### config.mk
export PLATFORM = sky130hd
export DESIGN_NAME = sirv_rtc_mc
export DESIGN_NICKNAME = d
export VERILOG_FILES = /design/src/rtl/sirv_rtc_mc.sv
export SDC_FILE = /design/constraint.sdc
export NUM_CORES = 1
export LEC_CHECK = 0
export BUFFER_PORTS_ARGS = -buffer_cell sky130_fd_sc_hd__buf_4
export CAP_MARGIN = 20
export CORE_ASPECT_RATIO = 1.25
export CORE_MARGIN = 1.5
export CORE_UTILIZATION = 35
export DETAILED_ROUTE_END_ITERATION = 8
export SLEW_MARGIN = 20
export SYNTH_ARGS = -nofsm -noshare
export SYNTH_HDL_FRONTEND = slang
export SYNTH_SLANG_ARGS = --single-unit
### constraint.sdc
create_clock -name clock -period 12.2 [get_ports clock]
set_clock_uncertainty 0.1 [all_clocks]
set_input_delay 2.44 -clock clock [delete_from_list [all_inputs] [get_ports clock]]
set_output_delay 2.44 -clock clock [all_outputs]
set_load 0.02 [all_outputs]
### src/rtl/sirv_rtc_mc.sv
// Real-time counter with prescaled compare channels and per-channel interrupt pending bits.
// The wide count splits into two 32-bit fields for register access; s is the shifted view.
module sirv_rtc_mc #(
  parameter int CNT_W   = 48,
  parameter int NCMP    = 2,
  parameter int SCALE_W = 4
) (
  input  logic                 clock,
  input  logic                 reset,
  input  logic                 io_regs_cfg_write_valid,
  input  logic [31:0]          io_regs_cfg_write_bits,
  output logic [31:0]          io_regs_cfg_read,
  input  logic                 io_regs_countLo_write_valid,
  input  logic [31:0]          io_regs_countLo_write_bits,
  output logic [31:0]          io_regs_countLo_read,
  input  logic                 io_regs_countHi_write_valid,
  input  logic [31:0]          io_regs_countHi_write_bits,
  output logic [31:0]          io_regs_countHi_read,
  output logic [31:0]          io_regs_s_read,
  input  logic [NCMP-1:0]      io_regs_cmp_write_valid,
  input  logic [32*NCMP-1:0]   io_regs_cmp_write_bits,
  output logic [32*NCMP-1:0]   io_regs_cmp_read,
  input  logic                 io_regs_ip_write_valid,
  input  logic [31:0]          io_regs_ip_write_bits,
  output logic [NCMP-1:0]      io_ip
);

  localparam int HI_W = CNT_W - 32;

  logic [CNT_W-1:0]   count_q, count_d;
  logic [SCALE_W-1:0] scale_q, scale_d;
  logic               count_always_q, count_always_d;
  logic               zerocmp_q, zerocmp_d;
  logic               sticky_q, sticky_d;
  logic [31:0]        cmp_q [NCMP];
  logic [31:0]        cmp_d [NCMP];
  logic [NCMP-1:0]    ip_q, ip_d;
  logic [NCMP-1:0]    elapsed;
  logic [CNT_W-1:0]   count_shifted;
  logic [31:0]        s;

  assign count_shifted = count_q >> scale_q;
  assign s             = count_shifted[31:0];

  assign scale_d        = io_regs_cfg_write_valid ? io_regs_cfg_write_bits[SCALE_W-1:0] : scale_q;
  assign count_always_d = io_regs_cfg_write_valid ? io_regs_cfg_write_bits[12] : count_always_q;
  assign zerocmp_d      = io_regs_cfg_write_valid ? io_regs_cfg_write_bits[13] : zerocmp_q;
  assign sticky_d       = io_regs_cfg_write_valid ? io_regs_cfg_write_bits[14] : sticky_q;

  // Software writes win over both the increment and the zerocmp wrap.
  always_comb begin
    count_d = count_q;
    if (io_regs_countLo_write_valid || io_regs_countHi_write_valid) begin
      if (io_regs_countLo_write_valid) count_d[31:0] = io_regs_countLo_write_bits;
      if (io_regs_countHi_write_valid) count_d[CNT_W-1:32] = io_regs_countHi_write_bits[HI_W-1:0];
    end else if (count_always_q) begin
      if (zerocmp_q && elapsed[0]) count_d = '0;
      else                         count_d = count_q + CNT_W'(1);
    end
  end

  generate
    for (genvar gi = 0; gi < NCMP; gi++) begin : g_chan
      assign elapsed[gi] = (s >= cmp_q[gi]);
      assign cmp_d[gi]   = io_regs_cmp_write_valid[gi] ? io_regs_cmp_write_bits[32*gi +: 32] : cmp_q[gi];
      // In sticky mode a same-cycle set beats the write-1-to-clear.
      assign ip_d[gi]    = sticky_q
                           ? (elapsed[gi] | (ip_q[gi] & ~(io_regs_ip_write_valid & io_regs_ip_write_bits[gi])))
                           : elapsed[gi];
      assign io_regs_cmp_read[32*gi +: 32] = cmp_q[gi];

      always_ff @(posedge clock or posedge reset) begin
        if (reset) begin
          cmp_q[gi] <= 32'hFFFF_FFFF;
          ip_q[gi]  <= 1'b0;
        end else begin
          cmp_q[gi] <= cmp_d[gi];
          ip_q[gi]  <= ip_d[gi];
        end
      end
    end
  endgenerate

  always_ff @(posedge clock or posedge reset) begin
    if (reset) begin
      count_q        <= '0;
      scale_q        <= '0;
      count_always_q <= 1'b0;
      zerocmp_q      <= 1'b0;
      sticky_q       <= 1'b0;
    end else begin
      count_q        <= count_d;
      scale_q        <= scale_d;
      count_always_q <= count_always_d;
      zerocmp_q      <= zerocmp_d;
      sticky_q       <= sticky_d;
    end
  end

  always_comb begin
    io_regs_cfg_read                = '0;
    io_regs_cfg_read[SCALE_W-1:0]   = scale_q;
    io_regs_cfg_read[12]            = count_always_q;
    io_regs_cfg_read[13]            = zerocmp_q;
    io_regs_cfg_read[14]            = sticky_q;
    for (int i = 0; i < NCMP; i++) io_regs_cfg_read[28+i] = ip_q[i];
  end

  always_comb begin
    io_regs_countHi_read           = '0;
    io_regs_countHi_read[HI_W-1:0] = count_q[CNT_W-1:32];
  end

  assign io_regs_countLo_read = count_q[31:0];
  assign io_regs_s_read       = s;
  assign io_ip                = ip_q;

endmodule

[Word-level counts from Yosys, hierarchy flattened]
Index checks and enable logic that the tools add are counted.
Word-level totals
  bits in registers: 121
  output and inout bits: 194
Operators by class
  reduce and logical (&&, ||, !) cells: 5
  bitwise operators: 8
  multiplexer cells: 7
  add/subtract/negate cells: 1
  order comparisons: 2
  shift-type cells: 1
  eq/ne operators: 2
Operator list (number)
  two-way mux 48 bit: 3
  >= comparator 32 bit: 2
  adder 48 x 1 -> 48 bit (second input constant): 1
  right shift 48 x 4 -> 32 bit: 1
  two-way mux 32 bit: 1
  two-way mux 16 bit: 1
  AND 1 bit: 4
  != test 2 bit (second input constant): 2
  AND reduction 2 bit: 2
  two-way mux 1 bit: 2
  NOT 1 bit: 2
  OR 1 bit: 2
  nonzero test 2 bit: 1
  logical AND 1 bit: 1
  logical OR 1 bit: 1

[Logic depth before layout (Yosys ltp)]
Gate-level depths: netlist of the first run.
  depth in word-level cells: 6
  mapped depth: 19

[Least setup slack after synthesis of the first run]
Ideal clock, no wire load.
  kind: reg2out
  start: register scale_q[1]
  end: output port io_regs_s_read[4]
  arrival: 2445 ps
  slack: 7215 ps
  stages on the path, launching flop included: 6
  data required time: 9660 ps
  cell sequence: dfrtp_1 clkbuf_1 inv_1 buf_1 mux4_2 o21ai_0
On the way
  word-level cells in the longest chain between the ends: 1
Ends and longest elaborated chain
  start: declaration: RTL line 31  | logic [SCALE_W-1:0] scale_q, scale_d;
  start signal: assignment: RTL line 93  | scale_q <= scale_d;
  right shift 48 x 4 -> 32 bit: RTL line 42  | assign count_shifted = count_q >> scale_q;
  end: declaration: RTL line 19  | output logic [31:0] io_regs_s_read,
Every way passes these cells.

[Worst setup path in the final report of the first run]
  start: register scale_q[2]
  end: output port io_regs_s_read[4]
The elaborated chain is that of the path after synthesis.

==> results of run 1 <==
==> power breakdown <==
group | switching [mW] | leakage (nW) | internal [mW]
Sequential | 0.0815 | 1.35 | 0.463
Clock | 0.196 | 0.282 | 0.292
Combinational | 0.463 | 4.14 | 0.334
==> metrics by stage <==
step | setup WS (ns) | instance area [µm²]
final | 5.645 | 12250
after global routing | 5.307 | 12250
after CTS | 5.603 | 12240
after detailed placement | 6.069 | 11690
after global placement | 6.074 | 11690
after floorplan | 6.552 | 9708
==> cell type report <==
cell class              count  share of cell area
repair buffers            288              0.1766
multi-input cells         775              0.4613
well taps                 345             0.03525
inverters                  89             0.02749
clock inverters             7            0.003167
flip-flops and latches    121              0.2540
clock buffers              25             0.04220
==> worst max-delay path, cell delays in order, from the launching register on <==
cell and delay (ns):
dfrtp_1 1.03, clkinv_1 1.12, mux4_2 0.54, o21ai_0 0.60, buf_4 0.26
==> synthesized netlist by cell type (13+ instances only) <==
master	count	area [µm²]
nand2_1	144	540.5
o21ai_0	106	530.5
inv_1	88	330.3
ha_1	65	813.3
dfstp_2	64	1682
mux2i_1	59	590.6
a21oi_1	58	290.3
dfrtp_1	57	1426
buf_4	44	330.3
clkbuf_1	41	153.9
nor2_1	34	127.6
mux4_2	32	720.7
nand3_1	25	125.1
a21o_1	19	142.6
o211ai_1	19	142.6
or4_1	18	135.1
a221o_1	13	130.1
nand4_1	13	81.33
==> logic make-up after synthesis <==
family / Yosys count / share of synthesized area
AO/OA/AOI/OAI: 262 / 0.1687
XOR/XNOR: 1 / 0.0009158
buffers and inverters: 197 / 0.1012
flip-flops: 121 / 0.3249
AND/OR/NAND/NOR: 306 / 0.1687
other: 1 / 0.0003920
adder cells (fa/ha/maj): 65 / 0.08502
multiplexers: 102 / 0.1500
==> final timing paths <==
check	from	end	depth (start not counted)
max	scale_q[2]	io_regs_s_read[4]	4
min	io_regs_cmp_read[37]	io_regs_cmp_read[37]	2
max in group asynchronous	reset	io_ip[0]	3
min reg2reg	io_regs_cmp_read[37]	io_regs_cmp_read[37]	2
min in group asynchronous	reset	count_q[5]	2
max reg2reg	scale_q[2]	count_q[17]	13
==> placed cells by master (no fill, tap or decap), drive strengths merged, types with 3 or more instances in the layout <==
cell,count
and4,4
o21a,3
mux4,32
mux2,11
and3,7
a211o,5
clkinv,8
nor3,8
buf,288
a211oi,9
a221o,14
nor2b,8
or4,18
ha,65
dfrtp,57
o21bai,3
and2,6
a22oi,7
nand4,14
a21oi,58
a21o,20
nor4b,12
o21ai,107
inv,88
nand2,145
mux2i,59
nor2,34
dfstp,64
o211ai,19
clkbuf,25
conb,39
nand2b,4
nor4,10
nand3,29
==> state kept, by name, summed over array words and instances (netlist names) <==
name	count
io_regs_cmp_read	64
count_q	48
scale_q	4
io_ip	2
count_always_q	1
sticky_q	1
zerocmp_q	1
==> per-layer routing <==
metal / vias up / share of wire / track usage
met3: 27 / 0.063 / 0.03844
met2: 311 / 0.49 / 0.3681
met5: - / 0 / 0
li1: 4211 / - / -
met1: 4300 / 0.43 / 0.2978
met4: 0 / 0.015 / 0.05713
==> out/results.tsv, run 1 <==
stage	metric	value	unit
status	status	finished, final reports clean	
synth	commonest register cell after synthesis	dfstp_2	
grt	grt total ovfl	0	
critical_path	Worst Path Max Fanout	27	
clocking	Reg clk slew, reported paths	0.06	ns
layout	ANT cells	0	
layout	Finished Layout Cells	1650	
synth	Syn Area/Cell	9.067	µm²
synth	Yosys reg bits	121	
clocking	post-CTS sizing	0	
layout	Layout area overhead	28.02	%
pwr	peak supply drop	0.08653	mV
clocking	clk root buf	clkbuf_16	
sta	fin. max-slew vios	0	
floorplanning	FP Rows	67	
sta	Achievable Freq	152.6	MHz
sta	final setup fails	0	
sta	fin crit period	6.555	ns
layout	multi-input logic area	0.005649	mm²
critical_path	Worst setup SP type	flip-flop	
critical_path	CP Data Required Time	9.66	ns
pwr	PwrDens	149.4	mW/mm²
layout	sequential standard cell area	0.003110	mm²
grt	all-layer global routing usage	0.2223	
clocking	CTS H-tree lvls	4	
floorplanning	core area	0.02683	mm²
synth	Mapped Cells	1055	
floorplanning	Die Y	187.8	µm
critical_path	critical path class	reg2out	
worst_hold_path	Hold Path Class	reg2reg	
route	Iteration-0 DRC Markers	454	
sta	WHS	0.3968	ns
route	post-route ant nets	0	
floorplanning	Initial Util	0.3566	
pwr	final total power	1.829	mW
placement	final RePlAce weighted congestion	0.8291	
floorplanning	Die Wd	150.9	µm
sta	period utilization	0.5373	
clocking	buffer count from post-CTS setup fixing	0	
route	# DRC	0	
placement	DP Wirelength	24.01	mm
critical_path	flop2flop setup slack	6.21	ns
floorplanning	die area	0.02834	mm²
placement	DP Cell Count	1618	
route	DR vias	8849	
grt	antenna violations before repair	0	
sta	Worst slew margin	0.3021	
sta	final hold violation count	0	
clocking	clk_lat worst skew	0.43	ns
grt	largest net degree at the start of global routing	67	
floorplanning	io pins	394	
pwr	Leak	5.768	nW
job	MaxCap Viol Count	0	
clocking	clock sinks	121	
clocking	CTS tree	yes	
synth	async set-or-reset flop fraction in the synthesized netlist	1.000	
sta	Setup TNS Final	0	ns
synth	synth unique cells	73	
critical_path	crit path capture type	output port	
synth	sequential element share of the synthesized area	0.3249	
route	TritonRoute pass-1 iters	4	
synth	Post-synth EDFFs	0	
route	Via density	5.363	
grt	first-pass GRT wire length	48.26	mm
critical_path	Critical Path AT	4.01	ns
route	Routed WL	31.49	mm
layout	Final #Nets	1557	
clocking	CTS Hold Bufs	0	
layout	share of post-route cells with drive strength above 1	0.3471	
route	Wirelength per Cell	19.09	µm
synth	Cell Area, Synth	0.009565	mm²
clocking	Num CTS Buffers	17	
grt	vias in the first global route	8551	
sta	unrepaired setup endpoints after global routing	false	
placement	input/output buffers	283	
synth	Yosys warnings	0	
clocking	clk buf depth	2	
layout	Util after Layout	0.4565	
sta	worst slew pin tran	1.047	ns
layout	Filler Cells Inserted	2682	
No activity file was read; power rests on OpenSTA's default activity.
==> inputs of run 2 (changes only) <==
Clock period 12.2 ns to 6.56 ns, I/O delays scaled along.
==> run 2 against run 1 <==
Compared with the run above:
- largest power group unchanged
- worst hold slack better by 0.0027 ns
- critical endpoint is now count_q[17]
- register-to-register slack worse by 5.3 ns
- clock-buffer cell count down 6
- total power up 92%
- via count up 0.21%
==> out/results.tsv, run 2 (synthesis results as in run 1) <==
stage	metric	value	unit
pwr	peak supply drop	0.1431	mV
job	MaxCap Viol Count	0	
grt	largest net degree at the start of global routing	65	
layout	Final #Nets	1560	
pwr	Leak	5.804	nW
critical_path	worst r2r src	scale_q[2]	
sta	final setup fails	0	
floorplanning	Initial Util	0.3566	
sta	Worst slew margin	0.3010	
placement	Place WS	1.043	ns
grt	vias in the first global route	8646	
placement	input/output buffers	283	
placement	DP Wirelength	24.40	mm
critical_path	flop2flop setup slack	0.94	ns
grt	all-layer global routing usage	0.2221	
route	post-route ant nets	0	
layout	share of post-route cells with drive strength above 1	0.3486	
layout	Final Instance Area	0.01233	mm²
critical_path	Crit Reg-Reg Endpoint	count_q[17]	
floorplanning	io pins	394	
worst_hold_path	worst hold path stage count	2	
layout	multi-input logic area	0.005644	mm²
grt	Most Crowded Layer GR	met2	
route	Routed WL	31.63	mm
critical_path	Critical Path AT	5.81	ns
worst_hold_path	hold endpoint	io_regs_cmp_read[36]	
clocking	clk buf depth	2	
pwr	final total power	3.511	mW
pwr	PwrDens	284.9	mW/mm²
clocking	clock sinks	121	
layout	Layout area overhead	28.86	%
critical_path	CP Cell Sequence	buf_4 > clkinv_1 > o21ai_0 > nor2_1 > a21oi_1 > ha_1 > a21o_1 > a21o_1 > a2111oi_0 > o21ai_1 > a211oi_4 > buf_4 > nand2_1 > o311ai_0	
grt	antenna violations before repair	0	
sta	worst slew pin tran	1.045	ns
grt	GR Util met3	0.02628	
clocking	Reg clk slew, reported paths	0.06	ns
sta	fin. max-slew vios	0	
critical_path	critical path class	reg2reg	
route	Iteration-0 DRC Markers	384	
floorplanning	FP Rows	67	
layout	sequential standard cell area	0.003110	mm²
layout	commonest non-fill, non-tap cell in the layout	buf_4	
critical_path	Reg2Reg Depth	14	
critical_path	CP Data Required Time	6.76	ns
grt	first-pass GRT wire length	48.76	mm
floorplanning	Die Wd	150.9	µm
layout	max reg flops	64	
critical_path	Worst setup SP type	flip-flop	
route	DR vias	8868	
worst_hold_path	Hold Path Class	reg2reg	
route	Via density	5.365	
clocking	clk_lat worst skew	0.42	ns
sta	Setup TNS Final	0	ns
critical_path	CP max stage cell	clkinv_1	
route	# DRC	0	
clocking	clk root buf	clkbuf_16	
route	TritonRoute pass-1 iters	5	
clocking	CTS tree	yes	
grt	GRT met1 Usage	0.3041	
grt	grt total ovfl	0	
sta	unrepaired setup endpoints after global routing	false	
clocking	post-CTS sizing	0	
critical_path	Worst Path Max Fanout	27	
critical_path	CP startpoint	scale_q[2]	
clocking	buffer count from post-CTS setup fixing	0	
placement	Area after DPL	0.01171	mm²
clocking	CTS Hold Bufs	0	
route	Wirelength per Cell	19.14	µm
layout	Filler Cells Inserted	2668	
status	status	finished, final reports clean	
sta	Achievable Freq	178.1	MHz
floorplanning	core area	0.02683	mm²
clocking	CTS H-tree lvls	4	
floorplanning	Die Y	187.8	µm
layout	most frequent cells in the layout	291 x buf_4, 144 x nand2_1, 106 x o21ai_0, 87 x inv_1, 65 x ha_1	
sta	period utilization	0.8560	
worst_hold_path	Hold Crit Start	io_regs_cmp_read[36]	
sta	fin crit period	5.616	ns
layout	ANT cells	0	
floorplanning	die area	0.02834	mm²
grt	met2 usage	0.3702	
placement	final RePlAce weighted congestion	0.8477	
clocking	Num CTS Buffers	17	
critical_path	crit path capture type	flip-flop	
critical_path	peak per-stage delay on the critical path	0.86	ns
sta	final hold violation count	0	
sta	Final Worst Setup Slack	0.9444	ns
==> run 2: cell count changes in the layout (fill, tap and decap cells not counted), sizes merged <==
cell | before | now
buf | 288 | 291
clkbuf | 25 | 19
bufinv | 0 | 3
clkinvlp | 0 | 1
inv | 88 | 92
clkinv | 8 | 6
==> run 2: critical path: cells and delay by family, from the launching register on <==
family                   cells  cell delay, ns
AO/OA/AOI/OAI                8            2.82
AND/OR/NAND/NOR              2            0.30
flip-flops                   1            0.32
buffers and inverters        3            1.57
adder cells (fa/ha/maj)      1            0.35
==> run 2: metrics by stage <==
stage	instances	hold slack [ns]	util
3_5_place_dp	1621	0.3926	0.4364
3_3_place_gp	1621	0.3915	0.4364
2_1_floorplan	1093	0.4245	-
4_1_cts	1653	0.4027	0.4595
6_report	1653	0.3995	0.4595
5_1_grt	1653	0.4202	0.4595
==> run 2: power breakdown <==
part	internal (mW)	leakage, nW	switching, mW
Clock	0.624	0.304	0.383
Combinational	0.623	4.15	0.867
Sequential	0.861	1.35	0.152
==> run 2: final cells by class <==
cell class | instances | share of cell area
multi-input combinational | 775 | 0.4579
timing repair buffer | 291 | 0.1772
sequential | 121 | 0.2524
clock buffer | 19 | 0.03685
tap | 345 | 0.03502
clock inverter | 13 | 0.01330
inverter | 89 | 0.02731
==> run 2: per-layer routing <==
| metal | vias up | wire length (µm) |
|---|---|---|
| li1 | 4209 | - |
| met1 | 4297 | 13880 |
| met2 | 333 | 15450 |
| met3 | 29 | 1864 |
| met4 | 0 | 443 |
| met5 | - | 0 |
==> run 2: how the worst max path moves through the flow <==
stage,endpoint,slack (ns),cells after the start
floorplan,count_always_q,2.04,1
detailed placement,count_q[17],1.04,14
finish,count_q[17],0.94,14
CTS,count_q[17],1.01,14
global placement,count_q[17],1.16,14
global route,count_q[17],0.57,14
